--- src/rtl/pisa_vga_pkg.sv ---
// Shared types and constants for the PISA/VGA image RAM read path.
package pisa_vga_pkg;

    typedef enum logic [2:0] {
        HDR0,
        HDR1,
        HDR2,
        HDR3,
        HDR_WAIT,
        RUN
    } arb_state_t;

    typedef enum logic [2:0] {
        TAG_NONE,
        TAG_HDR0,
        TAG_HDR1,
        TAG_HDR2,
        TAG_HDR3,
        TAG_DISP,
        TAG_PROC
    } rd_tag_t;

    // Header layout: big-endian 16-bit width at 0..1, height at 4..5
    localparam int HDR_ADDR_W_HI = 0;
    localparam int HDR_ADDR_W_LO = 1;
    localparam int HDR_ADDR_H_HI = 4;
    localparam int HDR_ADDR_H_LO = 5;

endpackage

--- src/rtl/rd_tag_pipe.sv ---
// Tag delay line that tracks each issued RAM read until its data returns.
module rd_tag_pipe
    import pisa_vga_pkg::*;
#(
    parameter int DEPTH = 2
) (
    input  logic    clk,
    input  logic    flush_n,
    input  rd_tag_t tag_in,
    output rd_tag_t tag_out
);

    rd_tag_t pipe [DEPTH];

    always_ff @(posedge clk) begin
        if (!flush_n) begin
            for (int i = 0; i < DEPTH; i++) pipe[i] <= TAG_NONE;
        end else begin
            pipe[0] <= tag_in;
            for (int i = 1; i < DEPTH; i++) pipe[i] <= pipe[i-1];
        end
    end

    assign tag_out = pipe[DEPTH-1];

endmodule

--- src/rtl/vga_ram_read_arbiter.sv ---
// Image RAM read-port arbiter: loads the image header, then shares the port
// between the display fetcher (priority) and the processor (bounded starvation).
module vga_ram_read_arbiter
    import pisa_vga_pkg::*;
#(
    parameter int                ADDR_W       = 18,
    parameter int                DATA_W       = 8,
    parameter int                RD_LAT       = 1,
    parameter logic [ADDR_W-1:0] BASE_ADDRESS = 'h10,
    parameter int                STARVE_MAX   = 4
) (
    input  logic              clk,
    input  logic              rst,
    output logic [ADDR_W-1:0] ram_rdaddress,
    input  logic [DATA_W-1:0] ram_q,
    input  logic              disp_req,
    input  logic [ADDR_W-1:0] disp_addr,
    output logic              disp_gnt,
    output logic              disp_rvalid,
    output logic [DATA_W-1:0] disp_rdata,
    input  logic              proc_req,
    input  logic [ADDR_W-1:0] proc_addr,
    output logic              proc_gnt,
    output logic              proc_rvalid,
    output logic [DATA_W-1:0] proc_rdata,
    output logic [15:0]       img_width,
    output logic [15:0]       img_height,
    output logic              hdr_valid
);

    arb_state_t        state, state_nxt;
    rd_tag_t           tag_issue, tag_ret;
    logic [ADDR_W-1:0] addr_nxt;
    logic [3:0]        starve_cnt;
    logic              starve_hit;

    assign starve_hit = (starve_cnt == 4'(STARVE_MAX));

    rd_tag_pipe #(.DEPTH(RD_LAT + 1)) u_tag_pipe (
        .clk     (clk),
        .flush_n (rst),
        .tag_in  (tag_issue),
        .tag_out (tag_ret)
    );

    always_comb begin
        state_nxt = state;
        tag_issue = TAG_NONE;
        addr_nxt  = ram_rdaddress;
        disp_gnt  = 1'b0;
        proc_gnt  = 1'b0;
        case (state)
            HDR0: begin
                state_nxt = HDR1;
                tag_issue = TAG_HDR0;
                addr_nxt  = ADDR_W'(HDR_ADDR_W_HI);
            end
            HDR1: begin
                state_nxt = HDR2;
                tag_issue = TAG_HDR1;
                addr_nxt  = ADDR_W'(HDR_ADDR_W_LO);
            end
            HDR2: begin
                state_nxt = HDR3;
                tag_issue = TAG_HDR2;
                addr_nxt  = ADDR_W'(HDR_ADDR_H_HI);
            end
            HDR3: begin
                state_nxt = HDR_WAIT;
                tag_issue = TAG_HDR3;
                addr_nxt  = ADDR_W'(HDR_ADDR_H_LO);
            end
            HDR_WAIT: begin
                if (tag_ret == TAG_HDR3) state_nxt = RUN;
            end
            RUN: begin
                // rst gating keeps grants low during the reset cycle itself
                if (rst && hdr_valid) begin
                    if (disp_req && !(proc_req && starve_hit)) begin
                        disp_gnt  = 1'b1;
                        tag_issue = TAG_DISP;
                        addr_nxt  = disp_addr + BASE_ADDRESS;
                    end else if (proc_req) begin
                        proc_gnt  = 1'b1;
                        tag_issue = TAG_PROC;
                        addr_nxt  = proc_addr;
                    end
                end
            end
            default: state_nxt = HDR0;
        endcase
    end

    always_ff @(posedge clk) begin
        if (!rst) begin
            state         <= HDR0;
            ram_rdaddress <= '0;
            starve_cnt    <= '0;
        end else begin
            state         <= state_nxt;
            ram_rdaddress <= addr_nxt;
            if (!proc_req || proc_gnt)
                starve_cnt <= '0;
            else if (disp_gnt && !starve_hit)
                starve_cnt <= starve_cnt + 4'd1;
        end
    end

    always_ff @(posedge clk) begin
        if (!rst) begin
            disp_rvalid <= 1'b0;
            proc_rvalid <= 1'b0;
            disp_rdata  <= '0;
            proc_rdata  <= '0;
            img_width   <= '0;
            img_height  <= '0;
            hdr_valid   <= 1'b0;
        end else begin
            disp_rvalid <= (tag_ret == TAG_DISP);
            proc_rvalid <= (tag_ret == TAG_PROC);
            if (tag_ret == TAG_DISP) disp_rdata <= ram_q;
            if (tag_ret == TAG_PROC) proc_rdata <= ram_q;
            // header fields freeze once captured
            if (!hdr_valid) begin
                case (tag_ret)
                    TAG_HDR0: img_width[15:8]  <= 8'(ram_q);
                    TAG_HDR1: img_width[7:0]   <= 8'(ram_q);
                    TAG_HDR2: img_height[15:8] <= 8'(ram_q);
                    TAG_HDR3: begin
                        img_height[7:0] <= 8'(ram_q);
                        hdr_valid       <= 1'b1;
                    end
                    default: ;
                endcase
            end
        end
    end

endmodule

--- config.mk ---
export PLATFORM = sky130hd
export DESIGN_NAME = vga_ram_read_arbiter
export DESIGN_NICKNAME = d
export VERILOG_FILES = /design/src/rtl/pisa_vga_pkg.sv /design/src/rtl/rd_tag_pipe.sv /design/src/rtl/vga_ram_read_arbiter.sv
export SDC_FILE = /design/constraint.sdc
export NUM_CORES = 1
export LEC_CHECK = 0
export BUFFER_PORTS_ARGS = -buffer_cell sky130_fd_sc_hd__clkbuf_2
export CAP_MARGIN = 5
export CORE_MARGIN = 5
export CORE_UTILIZATION = 54
export CTS_CLUSTER_DIAMETER = 120
export DETAILED_ROUTE_END_ITERATION = 7
export GPL_ROUTABILITY_DRIVEN = 0
export PLACE_DENSITY_LB_ADDON = 0.3
export SETUP_SLACK_MARGIN = 0.3
export SYNTH_ARGS = -nofsm -noshare
export SYNTH_HDL_FRONTEND = slang
export SYNTH_SLANG_ARGS = --single-unit
--- constraint.sdc ---
create_clock -name clk -period 3.65 [get_ports clk]
set_input_delay 0 -clock clk [delete_from_list [all_inputs] [get_ports clk]]
set_output_delay 0 -clock clk [all_outputs]
set_load 0.01 [all_outputs]
* Word level (Yosys, flattened, before mapping)
Memory sizes are Yosys's and may differ from the RTL's. Index checks and enable logic that the tools add are counted. Widths: inputs -> output; s select.
Word-level totals: RAM bits 6, flip-flop bits (word level) 76, logic and storage cells 75, memories kept 1, output and inout port bits 71, bits of input ports 48
Memories:
- u_tag_pipe.pipe | words 2, width 3, read ports 2, clocked after memory_dff 0, write ports 2, line rd_tag_pipe.sv:13 | rd_tag_t pipe [DEPTH];
Operators by class: add/sub/neg operators 2, reductions and logical operators 17, mux-type cells 23, eq/ne operators 15, bitwise operators 5
Operators with widths (count):
- $pmux 18 s5 | 1
- $mux 18 | 3
- $add 18x5->18 const B | 1
- $mux 3 | 6
- $pmux 3 s6 | 1
- $eq 3x3->1 const B | 5
- $pmux 3 s5 | 1
- $eq 3x2->1 const B | 4
- $mux 1 | 11
- $reduce_and 2->1 | 5
- $eq 3x1->1 const B | 2
- $reduce_bool 5->1 | 1
- $add 4x1->4 const B | 1
- $eq 4x3->1 const B | 1
- $logic_and 1x1->1 | 4
- $ne 2x2->1 const B | 2
- $logic_not 1->1 | 3
- $logic_not 3->1 | 1
- $ne 3x3->1 const B | 1
- $not 1->1 | 3
- $reduce_and 3->1 | 1
- $or 1x1->1 | 2
- $reduce_or 2->1 | 1
- $logic_or 1x1->1 | 1

* Depth between registers and ports, before layout
Gate-level depths: netlist of run 1.
depth after elaboration 9, mapped depth 7, mapped depth without buffers 6

* By module
From an unflattened synthesis of run 1, not the netlist that was laid out.
Second synthesis, totals: cells, all modules 422, area total of the unflattened synthesis 3397.0 um^2
Modules (own cells, without submodules):
- vga_ram_read_arbiter | instances 1, area each 3216.8 um^2, cells an instance 407
- rd_tag_pipe | instances 1, area each 180.2 um^2, cells an instance 15

* Least setup slack after synthesis of run 1
Ideal clock, no wire load.
path type flip-flop to flip-flop, start point register starve_cnt[0], end point register ram_rdaddress[17], required time 3564 ps, library setup time 86 ps, setup slack 2067 ps, path buffers 1, arrival 1497 ps, cell stages (with the launch flop) 8, clock period less this slack 1583 ps, cells stage by stage dfxtp_1 inv_1 ha_1 and4b_1 nor2_1 clkbuf_2 o21ai_0 a221oi_2
On the way: word-level cells in the longest chain between the ends 7
Ends and longest elaborated chain:
- start, declared | line vga_ram_read_arbiter.sv:34 | logic [3:0] starve_cnt;
- start signal, assigned | line vga_ram_read_arbiter.sv:105 | starve_cnt <= starve_cnt + 4'd1;
- $eq 4x3->1 (*) | line vga_ram_read_arbiter.sv:37 | assign starve_hit = (starve_cnt == 4'(STARVE_MAX));
- $logic_and 1x1->1 (*) | line vga_ram_read_arbiter.sv:79 | if (disp_req && !(proc_req && starve_hit)) begin
- $logic_not 1->1 (*) | line vga_ram_read_arbiter.sv:79
- $logic_and 1x1->1 (*) | line vga_ram_read_arbiter.sv:79
- $mux 18 | line vga_ram_read_arbiter.sv:79
- $mux 18 | line vga_ram_read_arbiter.sv:78 | if (rst && hdr_valid) begin
- $pmux 18 s5 | line vga_ram_read_arbiter.sv:52 | case (state)
- end signal, assigned | line vga_ram_read_arbiter.sv:101 | ram_rdaddress <= addr_nxt;
- end, declared | line vga_ram_read_arbiter.sv:14 | output logic [ADDR_W-1:0] ram_rdaddress,
Every way passes the cells marked *; elsewhere a longest branch is shown, timed or not. The select of a mux whose other input is x is not followed. A chain may end at the register's enable or synchronous reset.

* Worst setup path in the final report of run 1
start point register starve_cnt[0], end point output disp_gnt
On the way: word-level cells in the longest chain between the ends 7
Ends and longest elaborated chain:
- $eq 4x3->1 | line vga_ram_read_arbiter.sv:37
- $logic_and 1x1->1 | line vga_ram_read_arbiter.sv:79
- $logic_not 1->1 | line vga_ram_read_arbiter.sv:79
- $logic_and 1x1->1 | line vga_ram_read_arbiter.sv:79
- $mux 1 | line vga_ram_read_arbiter.sv:79
- $mux 1 | line vga_ram_read_arbiter.sv:78
- $mux 1 | line vga_ram_read_arbiter.sv:52
- end, declared | line vga_ram_read_arbiter.sv:18 | output logic disp_gnt,
No other way between the ends.

==> results of run 1 <==
-- routing by layer --
metal,track usage (%),wire length [µm],up-vias
met4,7.46,99,0
met5,0,0,-
met3,5.04,834,9
li1,-,-,1750
met1,30.7,4000,1628
met2,36.7,4430,171
-- tightest hold or removal path, stage by stage --
cell and delay, ns:
clkbuf_2 0.09, xnor2_1 0.15, a221oi_2 0.07
-- worst paths after layout --
kind	cells after the start	startpoint	to
worst max-delay path	7	starve_cnt[0]	disp_gnt
worst min-delay path	3	disp_addr[17]	ram_rdaddress[17]
worst max register to register	6	starve_cnt[0]	starve_cnt[2]
worst min register to register	1	u_tag_pipe.pipe[0][1]	u_tag_pipe.pipe[0][4]
-- logic make-up after synthesis --
kind of cell | after synthesis | share of synthesized area (%)
fa+ha+maj | 3 | 1.06
flops | 82 | 46.2
simple gates | 188 | 26.3
mux | 1 | 0.282
buf+inv | 39 | 4.79
compound gates | 116 | 19.0
xor+xnor | 10 | 2.46
-- power breakdown --
part / internal, µW / total, µW / switching (µW)
clock network: 388 / 713 / 325
registers: 919 / 942 / 23.2
logic: 79.8 / 200 / 120
-- timing repair --
action / in CTS / in global routing
gates resized for setup: 0 / 0
hold endpoints to repair: 34 / 0
hold buffers: 14 / 0
-- cells in the final DEF, fill, tap and decap left out, types with 2 or more instances in the layout --
cell	n
a21boi_0	5
a21oi_1	66
a221oi_1	4
a32o_1	2
and2_1	6
and3_1	6
and4_1	2
and4b_1	2
bufinv_16	2
clkbuf_2	118
clkbuf_8	9
dfxtp_1	82
dlygate4sd3_1	14
ha_1	3
inv_1	10
nand2_1	97
nand3_1	31
nand4_1	3
nand4_4	2
nor2_1	18
nor2b_1	3
nor3_1	6
nor3b_1	2
nor4_2	2
o211ai_1	2
o21a_1	2
o21ai_0	24
xnor2_1	6
xor2_1	4
-- cell type report --
type                       count  share of cell area (%)
clock buffer                  10                    2.85
clock inverter                 6                    2.01
inverter                      11                   0.922
multi-input combinational    318                    38.9
sequential                    82                    36.7
tap                           77                    2.15
timing repair buffer         133                    16.5
-- stage by stage --
| stage | setup WS (ns) | power, µW | utilization, % | instance area (µm²) |
|---|---|---|---|---|
| detailed placement | 1.59 | 1150 | 64.5 | 4120 |
| CTS | 1.40 | 1860 | 70.1 | 4480 |
| finish | 1.43 | 1850 | 70.1 | 4480 |
| global route | 1.22 | 1940 | 70.1 | 4480 |
| floorplan | 2.07 | 1080 | - | 3550 |
| global placement | 1.63 | 1140 | 64.5 | 4120 |
-- state kept, by name (all words and copies together), names as in the netlist --
signal	cells
state	3
img_height	16
img_width	16
disp_rdata	8
proc_rdata	8
starve_cnt	4
ram_rdaddress	18
u_tag_pipe.pipe	6
hdr_valid	1
disp_rvalid	1
proc_rvalid	1
==> results.tsv, run 1 <==
stage	metric	value	unit
setup_path	timing.reg2reg.setup_slack	1.58	ns
synth	ys_warn_count	0	
synth	postSynthAreaPerCell	8.10	µm²
clocking	cts_tree	done	
synth	synth_area	3550	µm²
global_routing	grt_pass1_vias	3235	
placement	dp.cells	607	
synth	async_flop_share	0	%
route	drc	0	
sta	setup_viol	0	
setup_path	crit_type	reg2out	
route	drt-total-wl	9370	µm
sta	rsz0062_at_grt	false	
route	via_per_inst	5.59	
finish	seq_area	1640	µm²
synth	synth_area_leaders	dfxtp_1, nand2_1, a21oi_1, nand3_1, o21ai_0	
clocking	cts_setup_buffers	0	
setup_path	cp-end-kind	output port	
clocking	path_clk_slew	0.08	ns
global_routing	grt_pass1_wl	15800	µm
sta	slew_viol_final	0	
route	vias	3558	
floorplan	start_util	55.7	%
setup_path	critPathTopFamily	simple AND/OR/NAND/NOR gates	
sta	tns	0	ns
sta	timing.fmax	0.450	GHz
finish	final_nets	606	
synth	syn-num-nets	490	
global_routing	antenna_found_initial	0	
sta	finalCriticalPeriod	2.22	ns
route	ant_nets	0	
sta	slew_headroom	53.1	%
floorplan	die_area	8310	µm²
setup_path	critPathMaxFanout	12	
worst_hold_path	hold_class	in2reg	
floorplan	die_x	91.1	µm
route	wl_per_cell	14.7	µm
synth	synthCells	439	
setup_path	path_common_cell	inv_1	
sta	hold_viol	0	
run	maxCapViolCount	0	
power	leakage	0.00183	µW
clocking	cts_buffers	9	
clocking	clock-sinks	82	
setup_path	cpMaxStageDelayCell	nor2_1	
synth	yosysMostFrequentCell	nand2_1	
sta	tightest_slew	0.702	ns
synth	synth_top_area_share	46.2	%
synth	synth_edf_count	0	
floorplan	io_pins	119	
synth	ys_seq_area_share	46.2	%
setup_path	arrival	2.22	ns
setup_path	path_cells	inv_1, ha_1, and4b_1, nor2_1, nand3_1, inv_1, clkbuf_2	
setup_path	crit_buf_inv	3	
finish	final.fill_count	549	
power	power.density	414	nW/µm²
route	first_pass_iters	4	
sta	fin_crit_sh	60.9	%
placement	port_buffers	118	
finish	syn_to_final_growth	26.0	%
setup_path	cp-start-kind	register	
route	drt_iter0_markers	122	
global_routing	overflow	0	
run_status	outcome	finished clean	
clocking	cts-root-buf	clkbuf_8	
power	ir_drop	0.247	mV
sta	clock_skew	0.00967	ns
finish	multi_input_comb_area	1740	µm²
finish	finalNonFillerCells	637	
placement	dp_hpwl	6910	µm
finish	diodes	0	
clocking	clk_latency	0.34	ns
finish	layout-drive-gt1-share	25.5	%
clocking	clock_path_buffers	2	
clocking	cts_max_level	3	
global_routing	grt_max_degree	45	
sta	timing.hold.ws	0.0226	ns
floorplan	rows	29	
global_routing	grt_usage	22.9	%
setup_path	cpPeakStageDelay	0.52	ns
floorplan	core_region_area	6390	µm²
floorplan	dieHeight	91.1	µm
synth	synth_seq_cells	82	
synth	ys.flop_type	dfxtp_1	
synth	synthTopCellsByCount	nand2_1, dfxtp_1, a21oi_1, nand3_1, o21ai_0	
synth	synth_top_area_cell	dfxtp_1	
synth	synth.distinct_cells	51	
setup_path	critPathRequiredTime	3.65	ns
Power figures use the tool's default switching activity.
==> inputs of run 2 (changes only) <==
Settings changed: CORE_UTILIZATION 54 to 50.
Clock period 3.65 ns to 2.1 ns, I/O delays scaled along.
==> run 2 against run 1 <==
  * Via count up 0.11%
  * Highest routed layer unchanged
  * Largest power group unchanged
  * Largest cell class unchanged
  * Combinational power rose by 92%
  * Power up 73%
  * Non-clock buffer count increased by 19
==> results.tsv, run 2 (same netlist as run 1, synthesis figures left out) <==
stage	metric	value	unit
run_status	outcome	finished clean	
power	leakage	0.00191	µW
sta	tightest_slew	0.469	ns
route	ant_nets	0	
sta	setup_viol	0	
clocking	cts-root-buf	clkbuf_8	
setup_path	crit_buf_inv	0	
finish	layout_common_cells	clkbuf_2, nand2_1, dfxtp_1	
floorplan	start_util	51.7	%
sta	rsz0062_at_grt	true	
sta	tns	0	ns
placement	port_buffers	118	
setup_path	crit_path_end	ram_rdaddress[16]	
floorplan	die_area	8900	µm²
sta	slew_headroom	68.6	%
clocking	cts_buffers	9	
clocking	clock_path_buffers	2	
finish	final_nets	625	
setup_path	cp.depth	4	
route	drt-total-wl	9780	µm
setup_path	crit_type	reg2reg	
finish	diodes	0	
sta	finalCriticalPeriod	1.71	ns
power	ir_drop	0.368	mV
clocking	cts_tree	done	
floorplan	die_x	94.3	µm
global_routing	grt_max_degree	44	
setup_path	r2r_cells	4	
setup_path	cp-start-kind	register	
finish	largest_reg_flops	18	
sta	hold_viol	0	
finish	layout-drive-gt1-share	28.2	%
power	power.density	685	nW/µm²
sta	timing.fmax	0.585	GHz
global_routing	grt_usage	22.0	%
setup_path	setup.worst_path.start	hdr_valid	
finish	finalNonFillerCells	675	
global_routing	grt_pass1_vias	3316	
run	maxCapViolCount	0	
global_routing	antenna_found_initial	0	
route	drc	0	
setup_path	r2r_start	hdr_valid	
sta	clock_skew	0.0195	ns
sta	fin_crit_sh	81.5	%
placement	dp.cells	634	
route	wl_per_cell	14.5	µm
setup_path	critPathMaxFanout	14	
floorplan	dieHeight	94.3	µm
route	first_pass_iters	4	
placement	dp_hpwl	6970	µm
setup_path	arrival	1.97	ns
finish	design_area	4690	µm²
global_routing	grt_pass1_wl	15600	µm
clocking	clk_latency	0.36	ns
power	power	3210	µW
clocking	cts_max_level	3	
setup_path	reg2reg_to	ram_rdaddress[16]	
setup_path	path_cells	nand4b_4, nor3_4, o21ai_0, a221oi_1	
setup_path	cpMaxStageDelayCell	dfxtp_1	
clocking	path_clk_slew	0.09	ns
route	drt_iter0_markers	152	
route	via_per_inst	5.28	
placement	placed_area	4200	µm²
setup_path	timing.reg2reg.setup_slack	0.39	ns
sta	slew_viol_final	0	
setup_path	critPathTopFamily	simple AND/OR/NAND/NOR gates	
finish	final_common_cell	clkbuf_2	
finish	top_register	ram_rdaddress	
global_routing	overflow	0	
setup_path	critPathRequiredTime	2.36	ns
worst_hold_path	hold_class	in2reg	
floorplan	rows	30	
route	vias	3562	
finish	top_regs	ram_rdaddress: 18 flops, img_height: 16 flops, img_width: 16 flops	
floorplan	core_region_area	6870	µm²
setup_path	cp-end-kind	register	
floorplan	io_pins	119	
finish	syn_to_final_growth	31.9	%
setup_path	cpPeakStageDelay	0.50	ns
clocking	clock-sinks	82	
[run 2: layout make-up]
type / count / area [µm²]
inverters: 11 / 41.3
fillers: 576 / 2180
repair buffers: 152 / 905
multi-input cells: 318 / 1760
flip-flops and latches: 82 / 1640
clock buffers: 9 / 124
clock inverters: 7 / 88.8
well taps: 96 / 120
[run 2: worst min path at each step]
stage	from	to	slack (ns)	depth (start not counted)
after floorplan	proc_req	proc_gnt	0.12	2
after global placement	proc_addr[9]	ram_rdaddress[9]	0.30	3
after detailed placement	proc_addr[9]	ram_rdaddress[9]	0.32	3
after CTS	proc_addr[0]	ram_rdaddress[0]	0.003	4
after global routing	proc_addr[7]	ram_rdaddress[7]	0.03	4
final	disp_addr[0]	ram_rdaddress[0]	0.02	4
[run 2: timing repair]
action | 4_1_cts | 5_1_grt
endpoints found under the setup margin | 3 | 17
pin swaps | 0 | 6
gates resized for setup | 2 | 8
buffers inserted | 0 | 3
hold buffers | 22 | 0
endpoints found under the hold margin | 60 | 0
[run 2: metal layers]
layer  GRT usage [%]  share of wire [%]  wire, µm
met1            28.0                 43      4180
met2            36.8                 47      4620
met3            6.17                9.6       938
met4            5.54               0.49        48
met5               0                  0         0
[run 2: worst register-to-register path: stages (launching register included)]
cell and delay [ns]:
dfxtp_1 0.50, nand4b_4 0.16, nor3_4 0.44, o21ai_0 0.17, a221oi_1 0.34
[run 2: through the flow]
step / setup WS (ns) / util (%) / hold slack [ns]
global placement: 0.383 / 61.2 / 0.304
global route: 0.271 / 68.2 / 0.0310
finish: 0.390 / 68.2 / 0.0248
floorplan: 0.517 / - / 0.116
detailed placement: 0.314 / 61.2 / 0.320
CTS: 0.283 / 67.6 / 0.00287
[run 2: report_power, final]
group | internal, µW | total (µW) | switching (µW)
logic | 160 | 384 | 224
clock network | 569 | 1200 | 629
registers | 1600 | 1630 | 32.5
total | 2330 | 3210 | 885
==> inputs of run 3 (changes only) <==
Settings changed: ABC_AREA set to 1, CORE_UTILIZATION 50 to 45.
Clock period 2.1 ns to 1.55 ns, I/O delays scaled along.
==> run 3 against run 2 <==
  * Utilization shrank 4.3 points
  * Hold slack lost 0.010 ns
  * Sequential share of layout area shrank 1.4 points
  * Critical endpoint is now disp_gnt
  * Global-route usage shrank 2.0 points
  * Sequential cell count is the same
  * Power grew 35%
  * Largest power group unchanged
  * Clock skew shrank 0.0078 ns
  * Final cell count grew 11%
  * Combinational power grew 31%
  * Sequential power grew 36%
  * Worst setup slack lost 0.34 ns
  * Via count grew 4.2%
==> results.tsv, run 3 <==
stage	metric	value	unit
clocking	clock-sinks	82	
floorplan	rows	32	
synth	ys.flop_type	dfxtp_1	
sta	fin_crit_sh	96.5	%
setup_path	reg2reg_to	starve_cnt[3]	
setup_path	crit_path_end	disp_gnt	
global_routing	overflow	0	
floorplan	dieHeight	98.0	µm
run_status	outcome	finished clean	
sta	rsz0062_at_grt	true	
global_routing	top_usage_layer	met2	
synth	synth_edf_count	0	
power	power.density	885	nW/µm²
sta	clock_skew	0.0118	ns
sta	finalCriticalPeriod	1.50	ns
setup_path	timing.reg2reg.setup_slack	0.06	ns
floorplan	die_area	9600	µm²
floorplan	die_x	98.0	µm
clocking	clock_path_buffers	2	
power	ir_drop	0.704	mV
sta	tightest_slew	0.374	ns
synth	synth_area_leaders	dfxtp_1, nand2_1, nor2_1, a21oi_1, nand3_1	
finish	diodes	0	
setup_path	critPathTopFamily	flip-flops	
setup_path	cp-start-kind	register	
global_routing	grt_pass1_wl	16000	µm
finish	final_common_cell	clkbuf_2	
global_routing	grtUsageMet1	24.4	%
route	first_pass_iters	4	
setup_path	path_cells	inv_2, ha_4, nand4_1, nand2_4, buf_4, nor2_4, buf_6	
worst_hold_path	hold_path_startpoint	disp_addr[4]	
setup_path	critPathRequiredTime	1.55	ns
power	leakage	0.00221	µW
setup_path	r2r_cells	10	
synth	synth_seq_cells	82	
route	via_per_inst	4.95	
route	drt_iter0_markers	107	
global_routing	grt_max_degree	43	
setup_path	cp-end-kind	output port	
route	ant_nets	0	
global_routing	grt_usage	20.0	%
global_routing	gr-usage-met3	5.50	%
global_routing	grt_pass1_vias	3470	
synth	synthTopCellsByCount	nand2_1, nor2_1, dfxtp_1, a21oi_1, nand3_1	
synth	postSynthAreaPerCell	7.16	µm²
sta	setup_viol	0	
setup_path	crit_type	reg2out	
global_routing	grtUsageMet2	34.8	%
synth	async_flop_share	0	%
synth	syn-num-nets	537	
clocking	cts-root-buf	clkbuf_8	
placement	port_buffers	118	
synth	synth_area	3480	µm²
floorplan	start_util	45.5	%
finish	layout-drive-gt1-share	31.3	%
placement	dp_hpwl	6930	µm
sta	hold_viol	0	
setup_path	cpPeakStageDelay	0.35	ns
worst_hold_path	hold_class	in2reg	
sta	layout_setup_ws	0.0540	ns
setup_path	arrival	1.50	ns
setup_path	setup.worst_path.start	starve_cnt[0]	
synth	synth_top_area_share	47.1	%
clocking	path_clk_slew	0.08	ns
route	wl_per_cell	13.3	µm
route	vias	3712	
setup_path	r2r_start	starve_cnt[0]	
setup_path	cpMaxStageDelayCell	dfxtp_2	
sta	slew_viol_final	0	
clocking	cts_tree	done	
finish	final_nets	694	
setup_path	crit_buf_inv	3	
floorplan	io_pins	119	
synth	synthCells	486	
sta	slew_headroom	74.8	%
synth	synth_top_area_cell	dfxtp_1	
floorplan	core_region_area	7650	µm²
clocking	cts_buffers	9	
clocking	cts_max_level	3	
synth	ys_seq_area_share	47.1	%
setup_path	cp.depth	7	
clocking	clk_latency	0.35	ns
global_routing	antenna_found_initial	0	
route	drt-total-wl	9950	µm
finish	layout_common_cells	clkbuf_2, nand2_1, nor2_1	
run	maxCapViolCount	0	
finish	top_regs	ram_rdaddress: 18 flops, img_height: 16 flops, img_width: 16 flops	
finish	top_register	ram_rdaddress	
synth	synth.distinct_cells	25	
synth	ys_warn_count	0	
finish	syn_to_final_growth	40.3	%
sta	timing.fmax	0.668	GHz
setup_path	critPathMaxFanout	3	
route	drc	0	
finish	final_util	63.9	%
finish	largest_reg_flops	18	
placement	dp_worst_setup_slack	0.0991	ns
synth	yosysMostFrequentCell	nand2_1	
==> run 3: area by class of cell <==
| type | count | area [µm²] |
|---|---|---|
| clock buffer | 10 | 138 |
| clock inverter | 6 | 72.6 |
| fill | 697 | 2760 |
| inverter | 40 | 164 |
| multi-input combinational | 349 | 1740 |
| sequential | 82 | 1650 |
| tap | 102 | 128 |
| timing repair buffer | 160 | 992 |
| timing repair inverter | 1 | 8.76 |
==> run 3: timing repair <==
action | 4_1_cts | 5_1_grt
pin swaps | 2 | 5
gates cloned | 1 | 0
hold buffers | 20 | 0
endpoints found under the hold margin | 25 | 0
gates resized for setup | 14 | 27
buffers inserted | 7 | 7
endpoints found under the setup margin | 42 | 66
==> run 3: logic make-up (layout without fill, tap and decap cells) <==
logic type	Yosys count	count (layout)	share of synthesized area [%]
AND/OR/NAND/NOR	255	255	31.2
AO/OA/AOI/OAI	84	84	12.6
buffers and inverters	55	217	6.22
XOR/XNOR	7	7	1.76
flip-flops	82	82	47.1
adder cells (fa/ha/maj)	3	3	1.08
==> run 3: worst min path at each step <==
stage,end,depth (start not counted),slack [ns]
2_1_floorplan,hdr_valid,2,0.13
3_3_place_gp,hdr_valid,3,0.26
3_5_place_dp,hdr_valid,3,0.28
4_1_cts,ram_rdaddress[0],5,0.0005
5_1_grt,img_height[4],3,0.008
6_report,ram_rdaddress[4],4,0.01
==> run 3: power by group <==
group | total [µW] | internal (µW) | leakage (µW) | switching [µW]
Combinational | 504 | 206 | 0.00144 | 298
Sequential | 2210 | 2160 | 0.000666 | 41.6
Clock | 1610 | 806 | 0.000103 | 807
Total | 4320 | 3180 | 0.00221 | 1150
==> run 3: metrics by stage <==
step / instance area [µm²] / power [µW] / cells / TNS (ns) / hold WS, ns
finish: 4890 / 4320 / 750 / 0 / 0.0145
global route: 4890 / 4530 / 750 / -0.0270 / 0.00812
CTS: 4750 / 4340 / 743 / 0 / 0.000451
detailed placement: 4240 / 2680 / 699 / 0 / 0.282
global placement: 4240 / 2670 / 699 / 0 / 0.257
floorplan: 3530 / 2490 / 486 / 0 / 0.129
==> run 3: worst register-to-register path: stages, from the launching register on <==
cell	delay [ns]
dfxtp_2	0.35
inv_2	0.05
ha_4	0.15
nand4_1	0.14
nand2_4	0.08
buf_4	0.14
nor2_4	0.13
buf_6	0.15
nand2_4	0.07
nand2_2	0.07
a21oi_2	0.05
==> run 3: routing by layer <==
layer	vias up	routed length, µm
met5	-	0
met4	0	101
met3	8	727
met2	126	4910
met1	1685	4210
li1	1893	-
